File: src/rtl/multdiv_ctrl.sv
// Sequencing controller for the multi-cycle multiplier and divider.
// Takes one MULT/DIV request at a time and latches its operands and tag. It pulses the
// start line of the chosen unit and counts that unit's fixed latency. It then captures
// the result and presents it for one cycle.
module multdiv_ctrl #(
  parameter int unsigned MULT_CYCLES = 17,
  parameter int unsigned DIV_CYCLES  = 33,
  parameter int unsigned TAG_W       = 5
) (
  input  logic             i_clk,
  input  logic             i_rst_n,
  input  logic             i_ctrl_mult,
  input  logic             i_ctrl_div,
  input  logic [31:0]      i_data_operand_a,
  input  logic [31:0]      i_data_operand_b,
  input  logic [TAG_W-1:0] i_tag_in,
  input  logic [63:0]      i_mult_out,
  input  logic [31:0]      i_div_out,
  output logic [31:0]      o_op_a,
  output logic [31:0]      o_op_b,
  output logic             o_mult_start,
  output logic             o_div_start,
  output logic [31:0]      o_data_result,
  output logic             o_data_exception,
  output logic             o_data_result_rdy,
  output logic [TAG_W-1:0] o_tag_out,
  output logic             o_busy,
  output logic             o_req_drop
);

  localparam int unsigned CntW = $clog2(DIV_CYCLES + 2);
  localparam logic [CntW-1:0] MultLast = CntW'(MULT_CYCLES);
  localparam logic [CntW-1:0] DivLast  = CntW'(DIV_CYCLES);
  localparam logic [31:0] IntMin = 32'h8000_0000;

  typedef enum logic [1:0] {StIdle, StMult, StDiv, StDone} state_e;

  state_e            r_state, w_state_d;
  logic [CntW-1:0]   r_cnt;
  logic [31:0]       r_op_a, r_op_b, r_result;
  logic [TAG_W-1:0]  r_tag;
  logic              r_exc, r_mult_start, r_div_start, r_div_zero, r_div_ovf;

  logic w_can_accept, w_accept, w_busy, w_div_only;
  logic w_mult_fin, w_div_fin, w_mult_ovf;

  assign w_can_accept = (r_state == StIdle) || (r_state == StDone);
  assign w_accept     = w_can_accept && (i_ctrl_mult || i_ctrl_div);
  assign w_div_only   = i_ctrl_div && !i_ctrl_mult;
  assign w_busy       = (r_state == StMult) || (r_state == StDiv);
  assign w_mult_fin   = (r_state == StMult) && (r_cnt == MultLast);
  // Divide-by-zero skips the divider entirely and completes one cycle after accept.
  assign w_div_fin    = (r_state == StDiv) && (r_div_zero || (r_cnt == DivLast));
  assign w_mult_ovf   = i_mult_out[63:32] != {32{i_mult_out[31]}};

  // State register.
  always_ff @(posedge i_clk or negedge i_rst_n) begin
    if (!i_rst_n) begin
      r_state <= StIdle;
    end else begin
      r_state <= w_state_d;
    end
  end

  // Next-state: accept in Idle/Done (MULT wins a tie), finish when the latency expires.
  always_comb begin
    w_state_d = r_state;
    unique case (r_state)
      StIdle, StDone: begin
        if (i_ctrl_mult)     w_state_d = StMult;
        else if (i_ctrl_div) w_state_d = StDiv;
        else                 w_state_d = StIdle;
      end
      StMult:  if (w_mult_fin) w_state_d = StDone;
      StDiv:   if (w_div_fin)  w_state_d = StDone;
      default: w_state_d = StIdle;
    endcase
  end

  // Datapath: operand/tag latch, latency counter, start pulses and result capture.
  always_ff @(posedge i_clk or negedge i_rst_n) begin
    if (!i_rst_n) begin
      r_cnt        <= '0;
      r_op_a       <= '0;
      r_op_b       <= '0;
      r_tag        <= '0;
      r_result     <= '0;
      r_exc        <= 1'b0;
      r_mult_start <= 1'b0;
      r_div_start  <= 1'b0;
      r_div_zero   <= 1'b0;
      r_div_ovf    <= 1'b0;
    end else begin
      r_mult_start <= w_accept && i_ctrl_mult;
      r_div_start  <= w_accept && w_div_only && (i_data_operand_b != '0);
      if (w_accept) begin
        r_op_a     <= i_data_operand_a;
        r_op_b     <= i_data_operand_b;
        r_tag      <= i_tag_in;
        r_cnt      <= '0;
        r_div_zero <= w_div_only && (i_data_operand_b == '0);
        r_div_ovf  <= w_div_only && (i_data_operand_a == IntMin) &&
                      (i_data_operand_b == 32'hFFFF_FFFF);
      end else if (w_busy) begin
        r_cnt <= r_cnt + 1'b1;
      end
      if (w_mult_fin) begin
        r_result <= i_mult_out[31:0];
        r_exc    <= w_mult_ovf;
      end else if (w_div_fin) begin
        if (r_div_zero) begin
          r_result <= '0;
          r_exc    <= 1'b1;
        end else if (r_div_ovf) begin
          // INT_MIN / -1 does not fit; report the wrapped value with an exception.
          r_result <= IntMin;
          r_exc    <= 1'b1;
        end else begin
          r_result <= i_div_out;
          r_exc    <= 1'b0;
        end
      end
    end
  end

  // Outputs: result fields only in Done, drop pulse for any request that is not taken.
  always_comb begin
    o_op_a            = r_op_a;
    o_op_b            = r_op_b;
    o_mult_start      = r_mult_start;
    o_div_start       = r_div_start;
    o_busy            = w_busy;
    o_data_result_rdy = (r_state == StDone);
    o_data_result     = (r_state == StDone) ? r_result : '0;
    o_data_exception  = (r_state == StDone) && r_exc;
    o_tag_out         = (r_state == StDone) ? r_tag : '0;
    o_req_drop        = i_rst_n &&
                        ((w_can_accept && i_ctrl_mult && i_ctrl_div) ||
                         (w_busy && (i_ctrl_mult || i_ctrl_div)));
  end

endmodule
File: config.mk
export PLATFORM = sky130hd
export DESIGN_NAME = multdiv_ctrl
export DESIGN_NICKNAME = d
export VERILOG_FILES = /design/src/rtl/multdiv_ctrl.sv
export SDC_FILE = /design/constraint.sdc
export NUM_CORES = 1
export LEC_CHECK = 0
export ABC_CLOCK_PERIOD_IN_PS = 5200
export CAP_MARGIN = 20
export CORE_ASPECT_RATIO = 0.7
export CORE_UTILIZATION = 30
export DETAILED_ROUTE_END_ITERATION = 8
export GPL_ROUTABILITY_DRIVEN = 0
export SLEW_MARGIN = 10
export SYNTH_ARGS = -nofsm -noshare
export SYNTH_HDL_FRONTEND = slang
export SYNTH_SLANG_ARGS = --single-unit
File: constraint.sdc
create_clock -name i_clk -period 5.2 [get_ports i_clk]
set_input_delay 1.56 -clock i_clk [delete_from_list [all_inputs] [get_ports i_clk]]
set_output_delay 1.56 -clock i_clk [all_outputs]
set_load 0.05 [all_outputs]
==> Word-level counts from Yosys, hierarchy flattened <==
Index checks and enable logic that the tools add are counted.
{ "classes": {"add_sub_neg": 1, "eq_ne": 10, "mux": 17, "n_reduce_logical": 28} }
{ "ops": {"columns": ["operator", "count"], "rows": [
  ["$mux W32", 5],
  ["$eq A32 B32 Y1 const B", 2],
  ["$logic_not A32 Y1", 1],
  ["$ne A32 B32 Y1", 1],
  ["$reduce_bool A32 Y1", 1],
  ["$logic_and A1 B1 Y1", 15],
  ["$mux W6", 2],
  ["$mux W2", 4],
  ["$add A6 B1 Y6 const B", 1],
  ["$eq A6 B5 Y1 const B", 1],
  ["$eq A6 B6 Y1 const B", 1],
  ["$pmux W2 S3", 1],
  ["$logic_or A1 B1 Y1", 5],
  ["$mux W5", 1],
  ["$eq A2 B2 Y1 const B", 2],
  ["$mux W1", 4],
  ["$ne A2 B2 Y1 const B", 2],
  ["$reduce_bool A2 Y1", 2],
  ["$eq A2 B1 Y1 const B", 1],
  ["$logic_not A2 Y1", 1],
  ["$reduce_and A2 Y1", 1],
  ["$reduce_or A2 Y1", 1],
  ["$logic_not A1 Y1", 1]
]} }
{ "word_totals": {"regBits": 114, "output_inout_bits": 107, "wordCells": 67} }

==> Logic depth before layout (Yosys ltp) <==
Gate-level depths: netlist of the first run.
{ "depth": {"depth_word": 6, "ltp_mapped": 8, "mapped_depth_nobuf": 7} }

==> Worst setup path before layout of the first run <==
Ideal clock, no wire load.
{ "synth_path": {"path_type": "input to output", "from": "in i_ctrl_mult", "to": "out o_req_drop", "t_arrival_ps": 2168, "t_required_ps": 3640, "setup_slack_ps": 1472, "cell_stages": 3, "n_path_buf": 0, "path_cell_list": "nor2_1 -> o21ai_0 -> and2_1"} }
{ "synth_via": {"elab_chain_cells": 4, "word_cells_on_any_way": 6} }
{ "synth_rtl": {"columns": ["item", "line_no", "rtl"], "rows": [
  ["start: declaration", "12", "input logic i_ctrl_mult,"],
  ["$logic_and A1 B1 Y1 or $logic_or A1 B1 Y1 (tied branches)", "138, 139", null],
  ["$logic_and A1 B1 Y1, on equally long branches", "138, 139", null],
  ["$logic_or A1 B1 Y1 *", "138", "((w_can_accept && i_ctrl_mult && i_ctrl_div) ||"],
  ["$logic_and A1 B1 Y1 *", "137", "o_req_drop = i_rst_n &&"],
  ["end: declaration", "28", "output logic o_req_drop"]
]} }
Every way passes the cells marked *; elsewhere a longest branch is shown, timed or not.

==> Final worst setup path of the first run <==
Same ends and word-level chain as after synthesis.

==> impl_metrics.yaml, run 1 <==
setup_path:
  critPathRequiredTime_ns: 3.64
  startpoint: "i_ctrl_mult"
  cp-start-kind: "input pin"
  crit_chain: "clkdlybuf4s50_1, nor2_1, o21ai_0, and2_1, buf_4"
  setup.worst_path.end_class: "output port"
  r2r-start: "r_cnt[1]$_DFFE_PN0P_"
  r2r-end: "r_result[7]$_DFFE_PN0P_"
  critical_path_class: "in2out"
  endpoint: "o_req_drop"
  rrSetupSlack_ns: 2.79
  slowest_delay_ns: 0.55
  slowest_stage: "clkdlybuf4s50_1"
  crit_fanout: 7
  crit_arrival_ns: 2.89
  r2r_cells: 8
synth:
  yosys.area.top_type: "dfrtp_1"
  syn-num-nets: 679
  yosys.area.top_type_share_pct: 53.01
  ys_seq_area_share_pct: 53.01
  synthesis.area_mm2: 0.005381
  synth_top_family_by_area: "simple AND/OR/NAND/NOR gates"
  synth_edf_count: 0
  synthesis.instances: 505
  yosys.area_share.simple_pct: 21.25
  netlist_top_cells_area: "dfrtp_1, mux2_2, and2_1"
  muxShareOfSynthArea_pct: 14.83
  synthFlopType: "dfrtp_1"
  synth_fa_ha_area_share_pct: 1.163
  yosysWarnings: 0
  synth_compound_area_share_pct: 6.394
  ys_types: 38
  synth_xor_area_share_pct: 0.3255
  synthArstFlopShare_pct: 100.0
  synth_area_per_cell_um2: 10.66
  synth-seq-cells: 114
power:
  ir_drop_v: 0.0002313
  p_total_uw: 3357
  power_leakage_uw: 0.003828
  cellPowerDensity_mw_per_mm2: 372.2
clock_network:
  cts_resized: 0
  cts_num_sinks: 114
  cts_buffers: 17
  post_cts_buffers: 0
  clock_path_buffers: 2
  clkLatencyLatePin_ns: 0.41
  root_buffer: "clkbuf_16"
  cts_tree: "yes"
  cts_hold_buf: 0
  path_clk_slew_ns: 0.05
  h-tree-depth: 4
die:
  fp-row-count: 40
  start_util_pct: 30.99
  coreArea_mm2: 0.01737
  die_y_um: 114.1
  dieArea_mm2: 0.01849
  io_pins: 276
  chipWidth_um: 162.1
finish:
  drive_gt1_share_pct: 14.77
  final_cell_mix: "clkdlybuf4s50_1, dfrtp_1, mux2_2"
  fin_nets: 953
  area_delta_synth_final_pct: 67.64
  layout_commonest_cell: "clkdlybuf4s50_1"
  diodes: 0
place:
  io_buffers: 275
  dp_hpwl_mm: 13.18
sta:
  finalCritPeriodShare_pct: 85.54
  finalSetupTns_ns: 0
  period_minus_slack_ns: 4.448
  relSlewSlack_pct: 41.01
  hold_viol: 0
  max_freq_mhz: 224.8
  finalSetupViolations: 0
  rsz0062_at_grt: "false"
  maxSlewViolCount: 0
  fin_worst_skew_ns: 0.009931
  tightest_slew_ns: 0.8848
route:
  first_iter_violations: 222
  post_drt_wl_per_cell_um: 17.10
  routed_wl_mm: 17.49
  drc: 0
  num_vias: 4944
  dr.pass1.iters: 7
  postRouteAntennaNets: 0
  vias_per_cell: 4.833
run:
  drv_cap: 0
global_routing:
  grt_pass1_wl_mm: 27.85
  track_usage_pct: 19.38
  grt_pass1_vias: 5157
  antenna_found_initial: 0
  overflow: 0
  grt_max_degree: 66
run_status:
  status: "complete, no violations"
hold_path:
  hold_path_class: "reg2reg"
registers in the layout, summed over array words and instances (netlist names):
register	cells
r_result	32
o_op_b	32
r_div_zero	1
r_state	2
o_op_a	32
r_div_ovf	1
r_tag	5
o_div_start	1
r_exc	1
o_mult_start	1
r_cnt	6
critical path: cells and delay by family:
family | cells | cell delay, ns
AO/OA/AOI/OAI | 1 | 0.11
buffers and inverters | 2 | 0.73
AND/OR/NAND/NOR | 2 | 0.48
synthesized netlist by cell type (2+ instances only):
library cell and number:
or3_1 3, dfrtp_1 114, buf_2 13, nor3_1 9, xnor2_1 2, o21ai_0 7, mux2_2 70, nand4_1 15
nor4_1 20, clkbuf_1 12, nor2b_1 2, inv_1 7, or4_1 3, nand3_1 41, nor2_1 42, ha_1 5
nand2_1 39, and2_1 40, a31oi_1 34, a21oi_1 7, buf_4 3
worst min-delay path by stage:
stage	cells past startpoint	slack (ns)	start	end
floorplan	1	0.47	r_tag[0]$_DFFE_PN0P_	r_tag[0]$_DFFE_PN0P_
global placement	1	0.48	r_tag[2]$_DFFE_PN0P_	r_tag[2]$_DFFE_PN0P_
detailed placement	1	0.49	o_op_a[28]$_DFFE_PN0P_	o_op_a[28]$_DFFE_PN0P_
CTS	1	0.51	o_op_a[28]$_DFFE_PN0P_	o_op_a[28]$_DFFE_PN0P_
global route	1	0.53	o_op_a[10]$_DFFE_PN0P_	o_op_a[10]$_DFFE_PN0P_
finish	1	0.50	o_op_b[14]$_DFFE_PN0P_	o_op_b[14]$_DFFE_PN0P_
per-layer routing:
layer	wire (um)	share of wire, %	track usage, %	vias to the layer above
li1	-	-	-	2364
met2	8084	46	29.93	162
met4	291	1.7	6.541	0
met5	0	0	0	-
met3	1109	6.3	5.795	21
met1	8006	46	25.91	2397
kinds of logic after synthesis:
group | Yosys count
compound gates | 56
buf+inv | 36
simple gates | 221
mux | 71
xor+xnor | 2
flops | 114
fa+ha+maj | 5
metrics by stage:
stage	cells	util [%]	hold WS (ns)	worst slack, ns	cell area [um^2]
2_1_floorplan	505	-	0.4713	1.472	5381
3_3_place_gp	990	48.22	0.4799	0.7837	8374
3_5_place_dp	990	48.22	0.4919	0.7376	8374
4_1_cts	1022	51.79	0.5063	0.7354	8994
5_1_grt	1023	51.95	0.5278	0.6172	9021
6_report	1023	51.95	0.5038	0.7520	9021
power by group:
part           switching, uW  internal [uW]  total, uW
sequential              84.7           1030       1110
clock                    442            776       1220
combinational            602            424       1030
layout make-up:
cell class | instances | area, um^2
Inverter | 8 | 30.03
Clock buffer | 19 | 442.9
Multi-Input combinational cell | 355 | 2390
Clock inverter | 13 | 176.4
Tap cell | 231 | 289.0
Fill cell | 1567 | 8346
Sequential cell | 114 | 2853
Timing Repair Buffer | 283 | 2840
No activity file was read; power rests on OpenSTA's default activity.
==> inputs of run 2 (changes only) <==
--- a/config.mk
+++ b/config.mk
@@ -11,6 +11,7 @@
 export CORE_UTILIZATION = 30
 export DETAILED_ROUTE_END_ITERATION = 8
 export GPL_ROUTABILITY_DRIVEN = 0
+export HOLD_SLACK_MARGIN = 0.03
 export SLEW_MARGIN = 10
 export SYNTH_ARGS = -nofsm -noshare
 export SYNTH_HDL_FRONTEND = slang
==> results of run 2 <==
Same layout as run 1: the final DEF is identical, and so are final timing and power.
==> inputs of run 3 (changes only) <==
--- a/config.mk
+++ b/config.mk
@@ -12,6 +12,7 @@
 export DETAILED_ROUTE_END_ITERATION = 8
 export GPL_ROUTABILITY_DRIVEN = 0
 export HOLD_SLACK_MARGIN = 0.03
+export SKIP_LAST_GASP = 1
 export SLEW_MARGIN = 10
 export SYNTH_ARGS = -nofsm -noshare
 export SYNTH_HDL_FRONTEND = slang
==> constraint.sdc (replaced) <==
create_clock -name i_clk -period 5.2 [get_ports i_clk]
set_input_delay 0.52 -clock i_clk [delete_from_list [all_inputs] [get_ports i_clk]]
set_output_delay 0.52 -clock i_clk [all_outputs]
set_load 0.05 [all_outputs]
==> impl_metrics.yaml, run 3 (synthesis results as in run 1) <==
clock_network:
  path_clk_slew_ns: 0.06
  h-tree-depth: 4
  cts_hold_buf: 0
  cts_tree: "yes"
  clock_path_buffers: 2
  clkLatencyLatePin_ns: 0.41
  root_buffer: "clkbuf_16"
  cts_buffers: 17
  cts_num_sinks: 114
  post_cts_buffers: 0
  cts_resized: 0
global_routing:
  grt_pass1_wl_mm: 27.03
  overflow: 0
  grt_pass1_vias: 5097
  antenna_found_initial: 0
  track_usage_pct: 18.94
  grt_max_degree: 67
finish:
  fin_nets: 952
  final_cell_mix: "clkdlybuf4s50_1, dfrtp_1, mux2_2"
  fill_cells: 1549
  regArea_mm2: 0.002853
  area_delta_synth_final_pct: 66.17
  layout_commonest_cell: "clkdlybuf4s50_1"
  drive_gt1_share_pct: 14.66
  final_area_mm2: 0.008942
  diodes: 0
  multi_input_area_mm2: 0.002390
  finalNonFillerCells: 1022
setup_path:
  setup.worst_path.end_class: "output port"
  slowest_delay_ns: 0.81
  crit_arrival_ns: 2.43
  crit_family: "buffers and inverters"
  cp-start-kind: "flip-flop"
  slowest_stage: "clkdlybuf4s50_1"
  path_buf_inv: 2
  crit_chain: "ha_1, buf_8, and2_1, clkdlybuf4s50_1"
  critical_path_class: "reg2out"
  critPathRequiredTime_ns: 4.68
  crit_fanout: 29
route:
  vias_per_cell: 4.858
  num_vias: 4965
  drc: 0
  postRouteAntennaNets: 0
  dr.pass1.iters: 5
  post_drt_wl_per_cell_um: 16.97
  routed_wl_mm: 17.34
  first_iter_violations: 259
place:
  dp_hpwl_mm: 12.94
  dp.cells: 989
  dpl_cell_area_mm2: 0.008364
  io_buffers: 275
die:
  fp-row-count: 40
  chipWidth_um: 162.1
  start_util_pct: 30.99
  coreArea_mm2: 0.01737
  io_pins: 276
  dieArea_mm2: 0.01849
  die_y_um: 114.1
sta:
  relSlewSlack_pct: 43.23
  maxSlewViolCount: 0
  period_minus_slack_ns: 2.950
  hold_viol: 0
  tightest_slew_ns: 0.8515
  finalCritPeriodShare_pct: 56.73
  fin_worst_skew_ns: 0.01145
  rsz0062_at_grt: "false"
  finalSetupTns_ns: 0
  max_freq_mhz: 339.0
  finalSetupViolations: 0
hold_path:
  hold_path_class: "in2async"
run:
  drv_cap: 0
power:
  power_leakage_uw: 0.003779
  cellPowerDensity_mw_per_mm2: 358.9
  ir_drop_v: 0.0002153
run_status:
  status: "complete, no violations"
-- run 3: changes by cell type in the layout (fill, tap and decap cells not counted) --
| cell | before | now |
|---|---|---|
| clkbuf_8 | 1 | 3 |
| bufinv_16 | 3 | 0 |
| clkbuf_1 | 1 | 0 |
| buf_4 | 8 | 6 |
| clkinvlp_4 | 1 | 5 |
| clkinv_4 | 6 | 2 |
| buf_12 | 1 | 0 |
| clkdlybuf4s50_1 | 273 | 274 |
| buf_8 | 0 | 1 |
| clkinv_2 | 0 | 4 |
| inv_6 | 3 | 1 |
-- run 3: path summary, 6_finish.rpt --
kind,startpoint,to,slack (ns),cells after the start
worst max-delay path,r_state[1]$_DFFE_PN0P_,o_data_result[30],2.25,4
worst min-delay path,i_rst_n,o_op_a[24]$_DFFE_PN0P_,0.15,1
worst max register to register,r_cnt[1]$_DFFE_PN0P_,r_result[29]$_DFFE_PN0P_,2.79,8
worst min register to register,o_op_b[27]$_DFFE_PN0P_,o_op_b[27]$_DFFE_PN0P_,0.50,1
max in group asynchronous,i_rst_n,o_op_b[7]$_DFFE_PN0P_,3.71,2
min in group i_clk,o_op_b[27]$_DFFE_PN0P_,o_op_b[27]$_DFFE_PN0P_,0.50,1
-- run 3: area by class of cell --
type | count | area share [%]
flip-flops and latches | 114 | 31.90
repair buffers | 282 | 31.65
multi-input cells | 355 | 26.72
clock buffers | 20 | 5.219
well taps | 231 | 3.232
clock inverters | 12 | 0.9375
inverters | 8 | 0.3358
-- run 3: power by group --
part / internal, uW / switching, uW
Combinational: 423 / 600
Sequential: 1030 / 84.0
Clock: 644 / 429
-- run 3: worst reg2reg max path, stage by stage (launching register included) --
cell	delay, ns
dfrtp_1	0.41
inv_1	0.07
ha_1	0.13
nor3b_2	0.28
nand4b_2	0.47
o21ai_4	0.16
buf_4	0.51
nor2_1	0.12
a31oi_1	0.18
-- run 3: per-layer routing --
layer  track usage [%]  share of wire, %
met5                 0                 0
met4             5.472              0.78
met3             5.650               5.9
met2             30.33                47
met1             24.80                46
-- run 3: metrics by stage --
step / power [uW] / util (%) / hold slack, ns / setup slack (ns)
2_1_floorplan: 1696 / - / 0.2244 / 2.908
3_3_place_gp: 2137 / 48.08 / 0.4821 / 2.228
3_5_place_dp: 2154 / 48.16 / 0.4861 / 2.268
4_1_cts: 3247 / 51.33 / 0.1653 / 2.198
5_1_grt: 3345 / 51.49 / 0.1841 / 2.121
6_report: 3209 / 51.49 / 0.1483 / 2.250
==> edit: new RTL, config.mk and constraints of run 1 <==
Re-encode `state_e` (4 states) as one-hot, 4 bits wide.
--- a/src/rtl/multdiv_ctrl.sv
+++ b/src/rtl/multdiv_ctrl.sv
@@ -34,5 +34,5 @@
   localparam logic [31:0] IntMin = 32'h8000_0000;
 
-  typedef enum logic [1:0] {StIdle, StMult, StDiv, StDone} state_e;
+  typedef enum logic [3:0] {StIdle = 4'b0001, StMult = 4'b0010, StDiv = 4'b0100, StDone = 4'b1000} state_e;
 
   state_e            r_state, w_state_d;
Check against the original RTL: no difference found for any inputs over 10 cycles, from zero or initial values and one cycle with i_rst_n low; not proved beyond that.
==> edit against run 1 <==
Final area is 3.6% higher. Largest cell class unchanged. Cell count is 2.0% higher. Setup slack better by 0.23 ns. Routed wire length is 0.47% higher. Maximum frequency is 5.4% higher. Highest routed layer unchanged. Area after synthesis is 7.9% higher. Sequential cell count is 2 higher.
Power is not compared: it rests on default switching activity, and its combinational part moved more than twofold at a synthesized area within 25%.
==> edit: results (changes against run 1) <==
| Metric | Value |
|---|---|
| Status | `complete, no violations (unchanged)` |
| Seq/Total Area, Yosys | `50.0% (was 53.0%)` |
| Hold WS | `0.497 ns (was 0.504 ns)` |
| Synth area leaders | `dfrtp_1 (50%), mux2_2 (14%), mux2_4 (7.5%) (was dfrtp_1 (53%), mux2_2 (15%), and2_1 (4.7%))` |
| Vias in the first global route | `5283 (was 5157)` |
| Final std cells w/o fill | `1043 (was 1023)` |
| DR WL met3 | `1130 um (was 1110 um)` |
| NonClk Buf Share | `30.0% (was 31.5%)` |
| Max_cap viols | `0 (unchanged)` |
| Unique masters post-synth | `46 (was 38)` |
| Arr. time, crit path | `2.66 ns (was 2.89 ns)` |
| Slew HR | `28.8% (was 41.0%)` |
| Drt pass-1 iters | `5 (was 7)` |
| Global-route wire length before repair | `27800 um (about the same)` |
| Hold Crit Start | `r_result[7] (was o_op_b[14])` |
| Largest net degree at the start of global routing | `74 (was 66)` |
| Non-Clock Buffer Count | `282 (was 283)` |
| Met1 Resource Use GR | `23.4% (was 25.9%)` |
| Starting DRT DRC Count | `233 (was 222)` |
| Final clock-cell share | `6.45% (was 6.87%)` |
| Worst-path fanout max | `4 (was 7)` |
| Synth cell count leaders | `dfrtp_1 (115), mux2_2 (71), nand2_1 (71), and2_1 (39), nand3_1 (37) (was dfrtp_1 (114), mux2_2 (70), nor2_1 (42), nand3_1 (41), and2_1 (40))` |
| Post-DP HPWL | `13200 um (about the same)` |
| Multi-input comb cells | `364 (was 355)` |
| Reg2reg end | `r_result[26] (was r_result[7])` |
| Area after DPL | `8740 um^2 (was 8370 um^2)` |
| Worst Skew | `0.00633 ns (was 0.00993 ns)` |
| Seq area share | `31.1% (was 31.6%)` |
| Clk sink count | `116 (was 114)` |
| Met2 usage | `28.2% (was 29.9%)` |
| DP Worst Slack | `0.969 ns (was 0.738 ns)` |
| Syn_nets | `686 (was 679)` |
| Final #Nets | `959 (was 953)` |
| Vias per cell | `4.78 (was 4.83)` |
| Metal-1 WL | `8110 um (was 8010 um)` |
| Hold endpoint | `r_result[7] (was o_op_b[14])` |
| Routed WL per cell | `16.8 um (was 17.1 um)` |
| Area of the multi-input gates | `2710 um^2 (was 2390 um^2)` |
| Grt met3 use | `5.66% (was 5.80%)` |
| Nonclk inv count | `7 (was 8)` |
| DR WL met2 | `8100 um (was 8080 um)` |
| Worst r2r path cells | `7 (was 8)` |
| Layout clock buffer count | `21 (was 19)` |
| Share of layout cells above drive strength 1 | `18.9% (was 14.8%)` |
| Synth Instances | `515 (was 505)` |
| FF-to-FF setup slack | `2.63 ns (was 2.79 ns)` |
| Total track usage | `17.9% (was 19.4%)` |
## edit: changes by cell type in the layout (fill, tap and decap cells not counted), moves of 4 or more
cell | before | now
nand2_1 | 39 | 71
a31oi_1 | 34 | 4
mux2_4 | 0 | 29
nor2_1 | 40 | 20
nand3_1 | 41 | 37
o21ai_0 | 7 | 3
## edit: power breakdown
part / internal, uW / total [uW] / leakage (uW) / switching (uW)
logic: 964 / 2390 / 0.00225 / 1430
clock network: 769 / 1190 / 0.000284 / 421
registers: 1230 / 1410 / 0.00145 / 182
## edit: cells by family (layout without fill, tap and decap cells)
| kind of cell | count (synthesis) | after routing | share of synthesized area, % |
|---|---|---|---|
| simple gates | 235 | 235 | 21.1 |
| mux | 102 | 102 | 21.6 |
| xor+xnor | 6 | 6 | 0.905 |
| fa+ha+maj | 2 | 2 | 0.431 |
| buf+inv | 35 | 321 | 3.60 |
| compound gates | 19 | 19 | 2.31 |
| flops | 116 | 116 | 50.0 |
